===== config.mk =====
export PLATFORM = sky130hd
export DESIGN_NAME = serial_subtractor
export DESIGN_NICKNAME = d
export VERILOG_FILES = /design/src/rtl/serial_subtractor.sv
export SDC_FILE = /design/constraint.sdc
export NUM_CORES = 1
export LEC_CHECK = 0
export ABC_AREA = 1
export ABC_CLOCK_PERIOD_IN_PS = 3400
export BUFFER_PORTS_ARGS = -buffer_cell sky130_fd_sc_hd__buf_2
export CORE_UTILIZATION = 59
export CTS_CLUSTER_DIAMETER = 150
export CTS_CLUSTER_SIZE = 25
export DETAILED_ROUTE_END_ITERATION = 10
export GPL_TIMING_DRIVEN = 0
export PLACE_DENSITY = 0.79
export SYNTH_ARGS = -nofsm -noshare
export SYNTH_HDL_FRONTEND = slang
export SYNTH_SLANG_ARGS = --single-unit

===== constraint.sdc =====
create_clock -name CLK -period 3.4 [get_ports CLK]
set_input_delay 0 -clock CLK [delete_from_list [all_inputs] [get_ports CLK]]
set_output_delay 0 -clock CLK [all_outputs]
set_load 0.005 [all_outputs]

===== src/rtl/serial_subtractor.sv =====
// serial_subtractor: bit-serial LSB-first two's-complement subtractor D = A - B with borrow-out.
// Optional signed overflow flag V is built only when SERIAL_SUB_OVERFLOW_EN is defined.
module serial_subtractor #(
  parameter int WIDTH = 8
) (
  input  logic             CLK,
  input  logic             RST_N,
  input  logic             START,
  input  logic [WIDTH-1:0] A,
  input  logic [WIDTH-1:0] B,
  output logic             BUSY,
  output logic             DONE,
  output logic [WIDTH-1:0] D,
  output logic             BOUT,
  output logic             V
);
  localparam int CW = $clog2(WIDTH + 1);
  typedef enum logic [1:0] {IDLE, SHIFT, FINISH} state_t;
  state_t           state_q;
  logic [WIDTH-1:0] a_sr_q, b_sr_q, r_sr_q, d_q, r_sr_d;
  logic [CW-1:0]    cnt_q;
  logic             borrow_q, bout_q, busy_q, done_q;
  logic             d_bit, b_bit, last;
  always_comb begin
    d_bit  = a_sr_q[0] ^ b_sr_q[0] ^ borrow_q;
    b_bit  = (~a_sr_q[0] & b_sr_q[0]) | (~(a_sr_q[0] ^ b_sr_q[0]) & borrow_q);
    r_sr_d = {d_bit, r_sr_q[WIDTH-1:1]};
    last   = cnt_q == CW'(WIDTH - 1);
  end
  always_ff @(posedge CLK) begin
    if (!RST_N) begin
      state_q  <= IDLE;
      a_sr_q   <= '0;
      b_sr_q   <= '0;
      r_sr_q   <= '0;
      d_q      <= '0;
      cnt_q    <= '0;
      borrow_q <= 1'b0;
      bout_q   <= 1'b0;
      busy_q   <= 1'b0;
      done_q   <= 1'b0;
    end else begin
      case (state_q)
        IDLE: begin
          done_q <= 1'b0;
          if (START) begin
            a_sr_q   <= A;
            b_sr_q   <= B;
            borrow_q <= 1'b0;
            cnt_q    <= '0;
            busy_q   <= 1'b1;
            state_q  <= SHIFT;
          end
        end
        SHIFT: begin
          a_sr_q   <= {1'b0, a_sr_q[WIDTH-1:1]};
          b_sr_q   <= {1'b0, b_sr_q[WIDTH-1:1]};
          r_sr_q   <= r_sr_d;
          borrow_q <= b_bit;
          cnt_q    <= cnt_q + CW'(1);
          if (last) begin
            d_q     <= r_sr_d;
            bout_q  <= b_bit;
            busy_q  <= 1'b0;
            done_q  <= 1'b1;
            state_q <= FINISH;
          end
        end
        default: begin
          done_q  <= 1'b0;
          state_q <= IDLE;
        end
      endcase
    end
  end
`ifdef SERIAL_SUB_OVERFLOW_EN
  logic msb_a_q, msb_b_q, v_q;
  always_ff @(posedge CLK) begin
    if (!RST_N) begin
      msb_a_q <= 1'b0;
      msb_b_q <= 1'b0;
      v_q     <= 1'b0;
    end else if (state_q == IDLE && START) begin
      msb_a_q <= A[WIDTH-1];
      msb_b_q <= B[WIDTH-1];
    end else if (state_q == SHIFT && last) begin
      // d_bit here is the result MSB, produced on the final shift
      v_q <= (msb_a_q != msb_b_q) && (d_bit != msb_a_q);
    end
  end
  assign V = v_q;
`else
  assign V = 1'b0;
`endif
  assign BUSY = busy_q;
  assign DONE = done_q;
  assign D    = d_q;
  assign BOUT = bout_q;
endmodule


==> results.txt <==
----------------------------------------------------
[Run status]
  Outcome ... complete, but fails checks
  Violated checks ... DRC

[Power and ir drop]
  Total power density per cell area ... between 400 and 500 mW/mm²
  Part of the power in the clock network ... 0.330
  Sw Share ... 0.267
  Cell leakage power ... 1.14 nW
  Power share of the combinational group ... 0.159
  Cell internal pwr ... 0.753 mW
  VDD IR max ... 0.488 mV
  Relative contribution of sequential cells to total power ... 0.511
  Switching pwr ... ~0.27 mW

[Die]
  Top-Level Pins ... 31
  Core footprint ... ~0.0028 mm²
  Die H ... 57.6 µm
  Die boundary width ... 57.6 µm
  Std-Cell Rows ... 19
  Initial Utilization ... 0.644
  Full die area ... 0.00331 mm²

[Clocking]
  H-tree levels ... 2
  Clock tree from TritonCTS ... built
  Total number of clock tree sinks ... 41
  Worst-Skew Late Latency ... 0.35 ns
  Clock root buffer ... sky130_fd_sc_hd__clkbuf_4
  Post-CTS resize count ... 0
  Hold buffer count at CTS ... 20
  CTS Buffer Depth ... 2
  TritonCTS buffer count ... 5
  Clock-pin slew reported for the worst setup and hold paths after clock tree synthesis ... 0.13 ns
  Setup Fix Bufs, Post-CTS ... 0

[STA]
  Time the worst path needs with I/O delays and setup ... about 1.6 ns
  Final hold violation count ... 0
  Final-report max-slew violation count ... 0
  Setup repair after global routing missed its margin ... false
  Final setup violation count ... 0
  Peak Freq ... 633 MHz
  Hold_ws ... 0.463 ns
  Post-route setup TNS ... 0 ns
  Post-Route Skew ... approximately 0.0055 ns
  Final worst-path cycle share ... 0.465

[Synthesis]
  Synthesized Nets ... 287
  Most frequent cells after synthesis ... 88 x sky130_fd_sc_hd__nand2_1, 49 x sky130_fd_sc_hd__nor2_1, 41 x sky130_fd_sc_hd__dfxtp_1
  Average footprint of a synthesized cell ... 6.84 µm²
  Fraction of the mapped netlist area in compound gates ... 0.0577
  Main combinational cell family by area after synthesis ... simple AND/OR/NAND/NOR gates
  Fraction of synthesized cell area in xor and xnor cells ... 0
  Number of register bits inferred by synthesis ... 41
  Count leader, synth ... sky130_fd_sc_hd__nand2_1
  Sequential area share after synthesis ... 0.451
  Fraction of registers with async set or reset after synthesis ... 0
  Multiplexer fraction of the synthesized cell area ... 0
  Yosys warns ... 0
  Post-synthesis adder-cell area fraction ... 0.0179
  Number of unique standard cell types used by synthesis ... 21
  Top cell type by total area after synthesis ... sky130_fd_sc_hd__dfxtp_1
  Gate count of the mapped netlist ... 266
  Number of enable flip-flop cells after synthesis ... 0
  Synth Cell Area ... 0.00182 mm²
  Most used DFF post-synth ... sky130_fd_sc_hd__dfxtp_1
  Synth top area share ... 0.451
  Cell types occupying the most area after synthesis ... sky130_fd_sc_hd__dfxtp_1 45%, sky130_fd_sc_hd__nand2_1 18%, sky130_fd_sc_hd__nor2_1 10%, sky130_fd_sc_hd__nand3_1 7.7%, sky130_fd_sc_hd__inv_1 3.7%
  Synth Area in Simple Gates ... 0.379

[Min path]
  Min-delay worst type ... register to register
  End point of the worst hold path ... D[0]
  Worst hold path startpoint ... r_sr_q[1]
  Cells on Worst Hold Path ... 2

[Route]
  Highest metal layer used by the detailed router ... met4
  Detailed Route WL ... 4.51 mm
  Iteration-0 DRC count of the detailed router ... 126
  DRT antenna net count ... 0
  Overall via count from detail_route ... around 1800
  Routed metal-1 wirelength ... 1.97 mm
  Remaining DRCs ... 3
  Sum of met3 wire segment lengths after detailed routing ... 271 µm
  Met2 routed WL ... 2.10 mm
  First drt pass iteration count ... 7
  Drt wl/cell ... 12.8 µm
  Vias per cell ... slightly above 5

[Global routing]
  Largest net degree at the start of global routing ... 14
  Antenna violations before repair ... 0
  Global route overflow ... 0
  Global-route wire length before repair ... 7.27 mm
  Via count of the first global-routing pass ... 1594
  Global routing usage summed across all routing layers ... 0.295

[Cells and area]
  Final Cell Area ... 0.00229 mm²
  Sequential standard cell area ... 821 µm²
  Post-layout util ... 0.809
  Final cell count without fillers ... approximately 350
  Total area of multi-input combinational cells ... 832 µm²
  Growth of design area from synthesis to finish ... 25.7%
  Number of diodes added for antenna fixing ... 0
  Fill count ... 203
  Fraction of final layout cells sized beyond drive strength 1 ... 0.171
  Net count, final ... 342

[Worst setup path]
  Worst path required time ... between 3 and 4 ns
  Crit path max fanout ... 8
  Critical path arrival ... 1.87 ns
  Critical Setup Path Class ... register to register
  Critical register-to-register path startpoint ... state_q[0]
  Worst reg2reg path depth ... 5
  End of the worst register-to-register path ... b_sr_q[7]
  Launching element type of the critical path ... register
  Minimum setup slack among reg-to-reg paths ... 1.82 ns
  Kind of capture point of the worst setup path ... register

[Placement]
  Number of I/O port buffers ... 28
  Cell Count Post-Placement ... 325
  Sum of net half-perimeters after detailed placement ... 2.59 mm
  Post-DP Area ... 0.00200 mm²
  Placer's final routability congestion estimate ... 0.808

[Run]
  Reported max-cap violation count ... 0

----------------------------------------------------
[cells in the final DEF, fill, tap and decap left out, types with 5 or more instances in the layout]
cell	instances
sky130_fd_sc_hd__a21oi_1	7
sky130_fd_sc_hd__buf_2	33
sky130_fd_sc_hd__clkbuf_4	5
sky130_fd_sc_hd__dfxtp_1	41
sky130_fd_sc_hd__dlygate4sd3_1	20
sky130_fd_sc_hd__inv_1	18
sky130_fd_sc_hd__nand2_1	88
sky130_fd_sc_hd__nand3_1	28
sky130_fd_sc_hd__nor2_1	49
sky130_fd_sc_hd__o21ai_0	9
[power groups by stage]
stage	clock network [mW]	registers (mW)	logic, mW
after floorplan	0	0.531	0.102
after global placement	0	0.534	0.135
after detailed placement	0	0.534	0.137
after CTS	0.338	0.523	0.156
after global routing	0.360	0.528	0.182
final	0.339	0.525	0.163
[registers in the layout (all words and copies together) (netlist names)]
register / cells
D: 8
a_sr_q: 8
b_sr_q: 8
r_sr_q: 7
cnt_q: 4
state_q: 2
BOUT: 1
BUSY: 1
DONE: 1
borrow_q: 1
[cells by family after synthesis]
| group | count (synthesis) |
|---|---|
| buffers and inverters | 34 |
| DFF | 41 |
| AOI/OAI and AO/OA | 18 |
| other | 1 |
| and+or+nand+nor | 170 |
| adders and majority gates | 2 |
[critical path, stage by stage, from the launching register on]
cell and delay (ns):
sky130_fd_sc_hd__dfxtp_1 0.33, sky130_fd_sc_hd__buf_6 0.13, sky130_fd_sc_hd__nor2_1 0.23, sky130_fd_sc_hd__nand3_1 0.11
sky130_fd_sc_hd__dlygate4sd3_1 0.58, sky130_fd_sc_hd__a21oi_1 0.15
[metrics by stage]
step | power, mW | worst slack [ns]
floorplan | 0.633 | 2.25
global placement | 0.668 | 2.04
detailed placement | 0.671 | 2.01
CTS | 1.02 | 1.88
global route | 1.07 | 1.75
finish | 1.03 | 1.82
[worst max-delay path by stage]
stage          cells past startpoint       start   endpoint  slack [ns]
6_report                           5  state_q[0]  b_sr_q[7]        1.82
5_1_grt                            5  state_q[0]  a_sr_q[7]        1.75
4_1_cts                            5  state_q[0]  b_sr_q[7]        1.88
3_5_place_dp                       6    cnt_q[0]       D[5]        2.01
3_3_place_gp                       6    cnt_q[0]       D[2]        2.04
2_1_floorplan                      6    cnt_q[0]       BOUT        2.25
[layer usage]
layer  GRT usage  up-vias
met5           0        -
met4       0.167        0
met3      0.0567       21
met2       0.450       63
met1       0.389      810
li1            -      931
[cell type report]
type / instances / area share
plain buffers: 14 / 0.0405
clock buffers: 6 / 0.0224
clock inverters: 2 / 0.0164
inverters: 20 / 0.0328
multi-input cells: 191 / 0.364
flip-flops and latches: 41 / 0.359
well taps: 31 / 0.0169
repair buffers: 48 / 0.149
No activity file was read; power rests on OpenSTA's default activity.
